[config.mk]
export PLATFORM = sky130hd
export DESIGN_NAME = sram_ctrl
export DESIGN_NICKNAME = d
export VERILOG_FILES = /design/src/rtl/sram_ctrl_pkg.sv /design/src/rtl/sram_lane_align.sv /design/src/rtl/sram_ctrl.sv
export SDC_FILE = /design/constraint.sdc
export NUM_CORES = 1
export LEC_CHECK = 0
export BUFFER_PORTS_ARGS = -buffer_cell sky130_fd_sc_hd__buf_2
export CORE_ASPECT_RATIO = 1.1
export CORE_UTILIZATION = 45
export DETAILED_ROUTE_END_ITERATION = 10
export GPL_ROUTABILITY_DRIVEN = 0
export PLACE_DENSITY = 0.81
export SLEW_MARGIN = 20
export SYNTH_ARGS = -nofsm -noshare
export SYNTH_HDL_FRONTEND = slang
export SYNTH_SLANG_ARGS = --single-unit
[constraint.sdc]
create_clock -name clk -period 2.1 [get_ports clk]
set_clock_uncertainty 0.05 [all_clocks]
set_input_delay 0.525 -clock clk [delete_from_list [all_inputs] [get_ports clk]]
set_output_delay 0.525 -clock clk [all_outputs]
set_load 0.02 [all_outputs]
[src/rtl/sram_ctrl_pkg.sv]
// sram_ctrl_pkg: shared encodings for the SRAM controller and its lane aligner.
// Contents: request size codes, controller FSM state enum, request error check.
// No ports; imported by sram_lane_align and sram_ctrl.
package sram_ctrl_pkg;

  localparam logic [1:0] SZ_BYTE = 2'b00;
  localparam logic [1:0] SZ_HALF = 2'b01;
  localparam logic [1:0] SZ_WORD = 2'b10;
  localparam logic [1:0] SZ_ILL  = 2'b11;

  typedef enum logic [2:0] {
    ST_INIT,
    ST_IDLE,
    ST_WRITE,
    ST_READ_WAIT,
    ST_RESP
  } state_e;

  // The illegal size code is reported here too, so one call covers every
  // condition that turns a request into an error response.
  function automatic logic is_misaligned(input logic [1:0] size, input logic [1:0] off);
    logic bad;
    case (size)
      SZ_BYTE: bad = 1'b0;
      SZ_HALF: bad = off[0];
      SZ_WORD: bad = (off != 2'b00);
      default: bad = 1'b1;
    endcase
    return bad;
  endfunction

endpackage

[src/rtl/sram_lane_align.sv]
// sram_lane_align: byte/halfword lane steering for stores, extraction and extension for loads.
// Latency: purely combinational. Backpressure: none, no state.
// Ports: st_* = store size/offset/data in, strobes/replicated data out;
//        ld_* = load size/offset/unsigned/raw RAM word in, extended data out.
module sram_lane_align
  import sram_ctrl_pkg::*;
(
  input  logic [1:0]  st_size_i,
  input  logic [1:0]  st_off_i,
  input  logic [31:0] st_wdata_i,
  output logic [3:0]  st_wea_o,
  output logic [31:0] st_dina_o,
  input  logic [1:0]  ld_size_i,
  input  logic [1:0]  ld_off_i,
  input  logic        ld_unsigned_i,
  input  logic [31:0] ld_word_i,
  output logic [31:0] ld_rdata_o
);

  logic [7:0]  byte_sel;
  logic [15:0] half_sel;

  // Store: data is replicated across all lanes so the strobes alone pick the target bytes.
  always_comb begin
    st_wea_o  = 4'b1111;
    st_dina_o = st_wdata_i;
    case (st_size_i)
      SZ_BYTE: begin
        st_wea_o  = 4'b0001 << st_off_i;
        st_dina_o = {4{st_wdata_i[7:0]}};
      end
      SZ_HALF: begin
        st_wea_o  = st_off_i[1] ? 4'b1100 : 4'b0011;
        st_dina_o = {2{st_wdata_i[15:0]}};
      end
      default: ;
    endcase
  end

  assign byte_sel = ld_word_i[{ld_off_i, 3'b000} +: 8];
  assign half_sel = ld_off_i[1] ? ld_word_i[31:16] : ld_word_i[15:0];

  always_comb begin
    ld_rdata_o = ld_word_i;
    case (ld_size_i)
      SZ_BYTE: ld_rdata_o = {{24{~ld_unsigned_i & byte_sel[7]}}, byte_sel};
      SZ_HALF: ld_rdata_o = {{16{~ld_unsigned_i & half_sel[15]}}, half_sel};
      default: ;
    endcase
  end

endmodule

[src/rtl/sram_ctrl.sv]
// sram_ctrl: single-outstanding load/store controller for a simple dual-port block RAM.
// Latency: store rsp at T+2, load rsp at T+2+READ_LATENCY, error rsp at T+1 after handshake.
// Backpressure: req_ready only in IDLE; responses are single-cycle pulses with no backpressure.
// Ports: req_* core request channel, rsp_* response pulse, ram_* RAM port A (write) / port B (read).
module sram_ctrl
  import sram_ctrl_pkg::*;
#(
  parameter int READ_LATENCY = 1
) (
  input  logic        clk,
  input  logic        rst_n,
  input  logic        req_valid,
  output logic        req_ready,
  input  logic        req_we,
  input  logic [31:0] req_addr,
  input  logic [1:0]  req_size,
  input  logic        req_unsigned,
  input  logic [31:0] req_wdata,
  output logic        rsp_valid,
  output logic        rsp_err,
  output logic [31:0] rsp_rdata,
  output logic        ram_ena,
  output logic [3:0]  ram_wea,
  output logic [31:0] ram_addra,
  output logic [31:0] ram_dina,
  output logic        ram_enb,
  output logic        ram_rstb,
  output logic [31:0] ram_addrb,
  input  logic [31:0] ram_doutb,
  input  logic        ram_rsta_busy,
  input  logic        ram_rstb_busy
);

  state_e      state_q, state_d;
  logic [1:0]  cnt_q, cnt_d;
  logic [1:0]  size_q, size_d;
  logic [1:0]  off_q, off_d;
  logic        uns_q, uns_d;
  logic        ready_q, ready_d;
  logic        rsp_valid_q, rsp_valid_d;
  logic        rsp_err_q, rsp_err_d;
  logic [31:0] rsp_rdata_q, rsp_rdata_d;
  logic        ena_q, ena_d;
  logic [3:0]  wea_q, wea_d;
  logic [31:0] addra_q, addra_d;
  logic [31:0] dina_q, dina_d;
  logic        enb_q, enb_d;
  logic        rstb_q, rstb_d;
  logic [31:0] addrb_q, addrb_d;

  logic        hs;
  logic        req_bad;
  logic        busy;
  logic [3:0]  st_wea;
  logic [31:0] st_dina;
  logic [31:0] ld_rdata;

  assign hs      = (state_q == ST_IDLE) && ready_q && req_valid;
  assign req_bad = is_misaligned(req_size, req_addr[1:0]);
  assign busy    = ram_rsta_busy | ram_rstb_busy;

  // Store steering works on the live request (registered at the handshake edge);
  // load extraction works on the fields latched at the handshake.
  sram_lane_align u_align (
    .st_size_i    (req_size),
    .st_off_i     (req_addr[1:0]),
    .st_wdata_i   (req_wdata),
    .st_wea_o     (st_wea),
    .st_dina_o    (st_dina),
    .ld_size_i    (size_q),
    .ld_off_i     (off_q),
    .ld_unsigned_i(uns_q),
    .ld_word_i    (ram_doutb),
    .ld_rdata_o   (ld_rdata)
  );

  always_comb begin
    state_d     = state_q;
    cnt_d       = 2'd0;
    size_d      = size_q;
    off_d       = off_q;
    uns_d       = uns_q;
    rsp_valid_d = 1'b0;
    rsp_err_d   = 1'b0;
    rsp_rdata_d = 32'h0;
    ena_d       = 1'b0;
    wea_d       = 4'h0;
    addra_d     = 32'h0;
    dina_d      = 32'h0;
    enb_d       = 1'b0;
    rstb_d      = 1'b0;
    addrb_d     = 32'h0;
    case (state_q)
      // rstb_q is only high in the very first post-reset cycle.
      ST_INIT: if (!rstb_q && !busy) state_d = ST_IDLE;
      ST_IDLE: begin
        // An accepted request wins over a simultaneous busy rise; it completes first.
        if (hs) begin
          size_d = req_size;
          off_d  = req_addr[1:0];
          uns_d  = req_unsigned;
          if (req_bad) begin
            state_d     = ST_RESP;
            rsp_valid_d = 1'b1;
            rsp_err_d   = 1'b1;
          end else if (req_we) begin
            state_d = ST_WRITE;
            ena_d   = 1'b1;
            wea_d   = st_wea;
            dina_d  = st_dina;
            addra_d = {req_addr[31:2], 2'b00};
          end else begin
            state_d = ST_READ_WAIT;
            enb_d   = 1'b1;
            addrb_d = {req_addr[31:2], 2'b00};
          end
        end else if (busy) begin
          state_d = ST_INIT;
        end
      end
      ST_WRITE: begin
        state_d     = ST_RESP;
        rsp_valid_d = 1'b1;
      end
      // cnt_q counts cycles since ram_enb was presented; data is valid once it reaches the latency.
      ST_READ_WAIT: begin
        if (cnt_q == 2'(READ_LATENCY)) begin
          state_d     = ST_RESP;
          rsp_valid_d = 1'b1;
          rsp_rdata_d = ld_rdata;
        end else begin
          cnt_d = cnt_q + 2'd1;
        end
      end
      ST_RESP: state_d = ST_IDLE;
      default: state_d = ST_INIT;
    endcase
    // Registered ready: high in the cycle the FSM sits in IDLE with the RAM out of reset.
    ready_d = (state_d == ST_IDLE) && !busy;
  end

  always_ff @(posedge clk) begin
    if (!rst_n) begin
      state_q     <= ST_INIT;
      cnt_q       <= 2'd0;
      size_q      <= 2'd0;
      off_q       <= 2'd0;
      uns_q       <= 1'b0;
      ready_q     <= 1'b0;
      rsp_valid_q <= 1'b0;
      rsp_err_q   <= 1'b0;
      rsp_rdata_q <= 32'h0;
      ena_q       <= 1'b0;
      wea_q       <= 4'h0;
      addra_q     <= 32'h0;
      dina_q      <= 32'h0;
      enb_q       <= 1'b0;
      rstb_q      <= 1'b1;
      addrb_q     <= 32'h0;
    end else begin
      state_q     <= state_d;
      cnt_q       <= cnt_d;
      size_q      <= size_d;
      off_q       <= off_d;
      uns_q       <= uns_d;
      ready_q     <= ready_d;
      rsp_valid_q <= rsp_valid_d;
      rsp_err_q   <= rsp_err_d;
      rsp_rdata_q <= rsp_rdata_d;
      ena_q       <= ena_d;
      wea_q       <= wea_d;
      addra_q     <= addra_d;
      dina_q      <= dina_d;
      enb_q       <= enb_d;
      rstb_q      <= rstb_d;
      addrb_q     <= addrb_d;
    end
  end

  assign req_ready = ready_q;
  assign rsp_valid = rsp_valid_q;
  assign rsp_err   = rsp_err_q;
  assign rsp_rdata = rsp_rdata_q;
  assign ram_ena   = ena_q;
  assign ram_wea   = wea_q;
  assign ram_addra = addra_q;
  assign ram_dina  = dina_q;
  assign ram_enb   = enb_q;
  assign ram_rstb  = rstb_q;
  assign ram_addrb = addrb_q;

endmodule

[Yosys cells after proc, flatten, opt, wreduce, memory -nomap -nowiden]
Cells that the tools add are included.
Storage, ports and cells
  register bits: 148
  bits in read-only memories: 0
  bits of input ports: 105
  output and inout port bits: 138
  bits in writable memories: 0
  word-level logic and storage cells: 76
  bits in latches: 0
  memories kept: 0
Operators by class
  reduce and logical (&&, ||, !) cells: 17
  $add $sub $neg: 1
  equal/unequal tests: 9
  divide/modulo/power cells: 0
  multiply operators: 0
  shift operators: 2
  order comparisons: 0
  bitwise operators: 9
  multiplexer cells: 20
Operator list (number)
  $pmux 32 s2: 2
  $shiftx 32x6->8: 1
  $mux 16: 1
  $mux 3: 5
  $pmux 3 s5: 1
  $reduce_or 5->1: 2
  $pmux 4 s2: 1
  $mux 1: 7
  $eq 2x1->1 const B: 3
  $eq 3x1->1 const B: 2
  $eq 3x2->1 const B: 2
  $not 1->1: 6
  $pmux 1 s3: 2
  $logic_and 1x1->1: 4
  $logic_not 2->1: 2
  $mux 4: 1
  $reduce_and 2->1: 2
  $reduce_or 4->1: 1
  $shl 1x2->4 const A: 1
  $eq 3x3->1 const B: 1
  $logic_not 3->1: 1
  $reduce_and 3->1: 1
  $reduce_or 3->1: 1
  $add 2x1->2 const B: 1
  5 further kinds: 7

[Depth between registers and ports, before layout]
Gate-level depths: netlist of the first run.
  word-level depth: 7
  gate-level depth with buffers: 7
  mapped depth without buffers: 5

[By module]
Synthesis of the first run repeated with hierarchy kept, for this count alone.
Second synthesis, totals
  cell total of the unflattened synthesis: 490
  area, all modules: 5301.3 sq um
Modules (own cells, without submodules)
  sram_ctrl: instances 1, seq. area each 2882.8 sq um, area an instance 4125.2 sq um, cells an instance 335
  sram_lane_align: instances 1, seq. area each 0.0 sq um, area an instance 1176.1 sq um, cells an instance 155

[Least setup slack after synthesis of the first run]
Ideal clock, no wire load.
  path type: input to register
  start point: input port req_valid
  end point: register addra_q[25] (netlist: ram_addra[25])
  arrival: 1809 ps
  data required time: 1991 ps
  stages on the path: 7
  slack: 182 ps
  setup time: 59 ps
  buffers on the path: 2
  path through: nand2_1 or3_4 or4_4 inv_2 buf_6 buf_6 and2_1
Between the ends
  cells in the longest elaborated chain, start to end: 3
Ends and longest elaborated chain
  start, declared: line sram_ctrl.sv:12  | input logic req_valid,
  $logic_and 1x1->1: line sram_ctrl.sv:58  | assign hs = (state_q == ST_IDLE) && ready_q && req_valid;
  $not 1->1 (no line)
  $reduce_or 5->1 (no line)
  end signal, assigned: line sram_ctrl.sv:172  | addra_q <= addra_d;
  end, declared: line sram_ctrl.sv:45  | logic [31:0] addra_q, addra_d;
Every way passes these cells.
A chain may end at the register's enable or synchronous reset.

[Final worst setup path of the first run]
  start point: register state_q[0]
  end point: register dina_q[8] (netlist: ram_dina[8])
Between the ends
  cells in the longest elaborated chain, start to end: 5
  elaborated cells between the ends (all ways): 6
  classes of those cells: 1 x eq/ne; 2 x bitwise; 3 x reduce/logical
Ends and longest elaborated chain
  start, declared: line sram_ctrl.sv:34  | state_e state_q, state_d;
  start signal, assigned: line sram_ctrl.sv:161  | state_q <= state_d;
  $eq 3x1->1 *: line sram_ctrl.sv:58, sram_ctrl.sv:93
  $logic_and 1x1->1 (2 in series): line sram_ctrl.sv:58
  $not 1->1 (no line)
  $reduce_or 5->1 (no line) *
  end signal, assigned: line sram_ctrl.sv:173  | dina_q <= dina_d;
  end, declared: line sram_ctrl.sv:46  | logic [31:0] dina_q, dina_d;
Mark *: on every way between the ends. The rest lies on a longest branch, timed or not.

==> run metrics, run 1 <==
outcome=finished clean; Via density=4.833; FF+latch count, synth=around 140; initial antenna violation count=2; cell depth of the worst flop-to-flop path=5; Seq pwr share=46.3%; row cnt=39; combinational power share=4.5%; Crit Path Class=reg2reg; NumNets Final=around 860; WL final=12790 um; DP Wirelength=around 10000 um; post-synth cell types=41; top sig layer=met4; footprint of the multi-input gates=between 0.0015 and 0.002 sq mm; PD cells=around 860 mW/mm^2; cell area after synthesis=roughly 0.005 sq mm; fin util=between 60 and 70%; die extent in x=just over 100 um; # setup viols final=0; Adder-Cell Fraction of Synth Area=less than 1%; clock root buffer=clkbuf_16; Port Buffer Count=between 200 and 250; final hold vios=0; Ports=around 240; post-synthesis sequential area ratio=between 50% and 60%; routed length on met1=between 5000 and 6000 um; Leak=3.398 nW; min cycle time layout=1.850 ns; switching share of power=about 22%; TritonCTS clock tree=yes; clock power share=about half; Critical Path AT=~2.1 ns; worst endpoint required time=2.37 ns; worst r2r src=state_q[0]; synth warn=0; first-pass GRT wire length=~20000 um; Worst Hold Depth=2; Residual DRC=0; CTS buffer count=17; crit path max fanout=24; routed wire length per instance=between 10 and 15 um; H-tree levels=4; syn avg cell area=around 9.7 sq um; total track usage=between 20% and 30%; Core Area=between 0.01 and 0.015 sq mm; compound-cell area share of the yosys netlist=~11%; Max Root-Sink Buffers=2; flop2flop setup slack=between 0.2 and 0.3 ns; Initial DRC Count=between 200 and 250; share of layout cells above drive strength 1=39.92%; fill count=between 800 and 900; Post-Synth Simple-Gate Area=20.18%; slew margin rel.=65.10%; hold path startpoint=req_addr[30]; largest family of logic cells by synthesized area=simple AND/OR/NAND/NOR gates; clock sinks=144; WL met3=between 900 and 1000 um; mux share of post-synthesis cell area=around 4.7%; accumulated negative setup slack=0 ns; Final Cycle Share=approximately nine tenths; synthesis-to-finish area growth=39.62%; FF/Latch Area=0.002883 sq mm; CP Launch Type=register; Finished Cell Area=between 0.006 and 0.007 sq mm; hold endpoint=ram_addra[30]; reg-to-reg endpoint=ram_dina[8]; Post-Synth XOR/XNOR Area=0%; total number of vias=~4400; Fmax=around 0.54 GHz; placed inst area=0.006304 sq mm; Clk Latency, worst-skew pair=around 0.4 ns; Pre-Repair DR Iteration Count=4; Hold Worst Slack=0.2874 ns; Max Slew Vio Count=0; HP Class=in2reg; worst vdd rail ir drop=0.0005981 V; Pint=around 4.6 mW; die height=approximately 110 um; starting density of the core=46.89%; die area=0.01141 sq mm; Net Switching=between 1 and 1.5 mW; endpoint class of the critical path=register; global route overflow=0; # Post-CTS Setup Buffers=0; max_cap viols=0; post-cts hold buffer count=0; Reg clk slew, reported paths=0.06 ns; DR WL met2=6473 um; Routed Antenna Nets=0; Mapped Cells=about 510; Worst Tran Pin Value=0.5222 ns; RSZ-0062 raised after global routing=no; CTS resizes=0; vias in the first global route=a little over 4000; largest net degree at the start of global routing=40
-- cells in the mapped netlist, drive strengths merged --
master,count,share of area (%)
a2111oi,1,0.18
a21oi,42,4.4
a221oi,7,1.2
a22oi,1,0.15
a31oi,7,0.89
and2,69,8.7
buf,12,2.0
clkbuf,25,1.9
conb,1,0.076
dfxtp,144,58
ha,1,0.25
inv,15,1.1
mux2i,23,4.7
nand2,60,4.6
nand2b,6,0.91
nand3b,1,0.15
nor2,39,3.0
nor2b,1,0.13
nor3,15,1.6
nor3b,1,0.15
nor4,1,0.13
o21ai,17,1.7
o21bai,1,0.15
o221a,7,1.6
o221ai,1,0.18
o22a,1,0.18
o22ai,3,0.38
o31a,1,0.18
o32a,1,0.20
or2,1,0.13
or3,3,0.48
or4,1,0.23
-- kinds of logic (layout without fill, tap and decap cells) --
kind of cell / count (synthesis) / count (layout)
AO/OA/AOI/OAI: 90 / 90
adder cells (fa/ha/maj): 1 / 1
buffers and inverters: 52 / 304
flip-flops: 144 / 144
multiplexers: 23 / 23
other: 1 / 6
AND/OR/NAND/NOR: 198 / 198
-- per-layer routing --
| metal | vias up | GRT usage [%] |
|---|---|---|
| li1 | 2168 | - |
| met1 | 2024 | 26.09 |
| met2 | 181 | 39.05 |
| met3 | 20 | 6.717 |
| met4 | 0 | 8.857 |
| met5 | - | 0 |
-- layout by cell type, fill, tap and decap left out, types with 7 or more instances in the layout --
cell,instances
a21oi_1,40
a221oi_1,7
a31oi_1,7
and2_1,69
buf_2,238
buf_4,17
clkbuf_16,17
dfxtp_1,144
inv_1,14
mux2i_1,23
nand2_1,60
nor2_1,39
nor3_1,14
o21ai_0,17
o221a_2,7
-- registers in the layout (all words and copies together), names as in the netlist, 2 cells and up --
| register | flops |
|---|---|
| ram_dina | 32 |
| ram_wea | 4 |
| ram_addra | 30 |
| rsp_rdata | 32 |
| ram_addrb | 30 |
| off_q | 2 |
| size_q | 2 |
| state_q | 3 |
| cnt_q | 2 |
-- critical path: stages (launching register included) --
cell,delay [ns]
dfxtp_1,0.44
nand2b_4,0.10
or3_4,0.34
or4_4,0.44
buf_4,0.24
a21oi_1,0.16
-- power by group through the flow --
stage          combinational [mW]  sequential [mW]  clock (mW)
6_report                    0.268             2.74        2.90
5_1_grt                     0.295             2.74        3.11
4_1_cts                     0.266             2.74        2.96
3_5_place_dp                0.264             2.80           0
3_3_place_gp                0.257             2.80           0
2_1_floorplan               0.110             2.80           0
-- final cells by class --
type / instances / area share, %
antenna: 2 / 0.07253
clock buffer: 20 / 6.763
clock inverter: 12 / 1.813
inverter: 15 / 0.8160
multi-input combinational: 316 / 26.47
sequential: 144 / 41.78
tap: 143 / 2.593
timing repair buffer: 257 / 19.69
-- how the worst max path moves through the flow --
stage                         end  cells past startpoint  startpoint  slack, ns
finish                ram_dina[8]                      5  state_q[0]       0.25
global route          ram_dina[8]                      5  state_q[0]       0.17
CTS                   ram_dina[8]                      5  state_q[0]       0.24
detailed placement    ram_dina[8]                      6   req_valid       0.05
global placement    ram_addra[28]                      7   req_valid       0.09
floorplan           ram_addra[25]                      7   req_valid       0.18
-- metrics by stage --
stage | instances | setup WS (ns) | total power, mW
detailed placement | 875 | 0.04810 | 3.062
floorplan | 512 | 0.1820 | 2.909
global placement | 875 | 0.08909 | 3.054
CTS | 907 | 0.2378 | 5.959
global route | 907 | 0.1690 | 6.142
finish | 909 | 0.2504 | 5.906
(Power assumes the default switching activity.)
==> run 2, diff against run 1 <==
--- a/config.mk
+++ b/config.mk
@@ -11,6 +11,7 @@
 export DETAILED_ROUTE_END_ITERATION = 10
 export GPL_ROUTABILITY_DRIVEN = 0
 export PLACE_DENSITY = 0.81
+export RECOVER_POWER = 50
 export SLEW_MARGIN = 20
 export SYNTH_ARGS = -nofsm -noshare
 export SYNTH_HDL_FRONTEND = slang
==> run 2 against run 1 <==
  * Global-route usage unchanged
  * First-iteration DRC count increased by 7.0%
  * Hold slack barely moved
  * Register-to-register slack is essentially flat
  * Sequential cell count is the same
  * Worst setup slack better by 0.015 ns
  * Sequential power hardly changed
  * Clock-buffer cell count unchanged
  * Clock power about the same
  * Die area stayed put
==> run metrics, run 2 (synthesis results as in run 1) <==
outcome=finished clean; min cycle time layout=1.835 ns (-0.01471 ns); CP Launch Type=register; TritonCTS clock tree=yes; critical path's largest stage delay=0.44 ns (about the same); Finished Cell Area=0.006723 sq mm (-2.6%); # setup viols final=0 (unchanged); CTS resizes=0 (unchanged); fill count=960 (+10%); crit path max fanout=24 (unchanged); Initial DRC Count=230 (+7.0%); WL final=12890 um (+0.73%); global route overflow=0 (unchanged); final hold vios=0 (unchanged); Ports=243 (unchanged); Fmax=0.5450 GHz (+0.80%); Leak=2.817 nW (-17%); Crit-path slowest cell=dfxtp_1; commonest non-fill, non-tap cell in the layout=dfxtp_1; post-cts hold buffer count=0 (unchanged); slew margin rel.=64.17% (-0.93 points); worst-path cell chain=nand2b_4 > or3_4 > or4_4 > buf_4 > a21oi_1; Port Buffer Count=238 (unchanged); die area=0.01141 sq mm (unchanged); PD cells=878.0 mW/mm^2 (+2.6%); synthesis-to-finish area growth=36.03%; Via density=4.839 (+0.14%); worst vdd rail ir drop=0.0005959 V (-0.38%); met1 usage=26.09% (unchanged); Critical Path AT=2.10 ns (-0.02 ns); accumulated negative setup slack=0 ns (unchanged); Worst Tran Pin Value=0.5355 ns (+0.01331 ns); NumNets Final=857 (unchanged); total track usage=22.68% (unchanged); busiest grt layer=met2; Residual DRC=0 (unchanged); met3 Resource Use GR=6.717% (unchanged); placed inst area=0.006304 sq mm (unchanged); Routed Antenna Nets=0 (unchanged); Reg clk slew, reported paths=0.06 ns (about the same); Core Area=0.01054 sq mm (unchanged); HP Class=in2reg; vias in the first global route=4138 (unchanged); clock sinks=144 (unchanged); Final Cycle Share=87.38% (-0.70 points); routed wire length per instance=14.18 um (+0.73%); Crit Path Class=reg2reg; worst r2r src=state_q[0]; clock root buffer=clkbuf_16; H-tree levels=4 (unchanged); # Post-CTS Setup Buffers=0 (unchanged); starting density of the core=46.89% (unchanged); endpoint class of the critical path=register; die height=111.9 um (unchanged); worst setup path start=state_q[0]; M2 GR Usage=39.05% (unchanged); DP Wirelength=9712 um (unchanged); Max Root-Sink Buffers=2 (unchanged); worst endpoint required time=2.37 ns (about the same); total number of vias=4399 (+0.14%); RSZ-0062 raised after global routing=no; commonest cells after routing, fill and taps aside=dfxtp_1, clkbuf_1, buf_2; share of layout cells above drive strength 1=22.51% (-17 points); CTS buffer count=17 (unchanged); Pre-Repair DR Iteration Count=4 (unchanged); hold path startpoint=req_addr[28]; initial antenna violation count=2 (unchanged); max_cap viols=0 (unchanged); row cnt=39 (unchanged); first-pass GRT wire length=20070 um (unchanged); Clk Latency, worst-skew pair=0.39 ns (about the same); Max Slew Vio Count=0 (unchanged); die extent in x=101.9 um (unchanged); largest net degree at the start of global routing=40 (unchanged)
==> run 2: changes by cell type in the layout (fill, tap and decap cells not counted) <==
| cell | delta |
|---|---|
| clkbuf_1 | +132 |
| buf_4 | -4 |
| nor3_1 | +1 |
| nor3_2 | -1 |
| clkbuf_2 | +1 |
| clkbuf_4 | +1 |
| buf_2 | -130 |
==> run 2: per-layer routing <==
layer | wire length [um] | up-vias
li1 | - | 2171
met1 | 5286 | 2022
met2 | 6446 | 186
met3 | 938 | 20
met4 | 214 | 0
met5 | 0 | -
==> run 2: worst paths after layout <==
path	endpoint	slack, ns	cells after the start
worst max-delay path	ram_dina[8]	0.27	5
worst min register to register	cnt_q[0]	0.40	1
worst max register to register	ram_dina[8]	0.27	5
worst min-delay path	ram_addrb[28]	0.29	2
==> run 2: power by group <==
group	switching, mW	internal, mW	total [mW]
registers	0.00258	2.73	2.74
clock network	1.15	1.75	2.90
logic	0.148	0.120	0.268
==> run 2: layout make-up <==
cell class / count / area, sq um / area share, %
well taps: 143 / 178.9 / 2.661
flip-flops and latches: 144 / 2883 / 42.88
clock inverters: 12 / 125.1 / 1.861
diodes: 2 / 5.005 / 0.07445
clock buffers: 20 / 466.7 / 6.942
repair buffers: 257 / 1186 / 17.64
inverters: 15 / 56.30 / 0.8375
multi-input cells: 316 / 1822 / 27.10
==> run 2: per-stage QoR <==
stage                     utilization (%)  hold WS (ns)  total power [mW]  setup slack (ns)  cells
after floorplan                         -        0.3557             2.909            0.1820    512
after global placement              59.81        0.3619             3.054           0.08909    875
after detailed placement            59.81        0.3985             3.062           0.04810    875
after CTS                           65.42        0.2742             5.959            0.2378    907
after global routing                63.73        0.2671             6.141            0.1747    907
final                               63.78        0.2871             5.902            0.2651    909
==> run 2: critical path, delay by kind of cell (launching register included) <==
| family | cells | cell delay (ns) |
|---|---|---|
| compound gates | 1 | 0.16 |
| flops | 1 | 0.44 |
| buf+inv | 1 | 0.24 |
| simple gates | 3 | 0.87 |
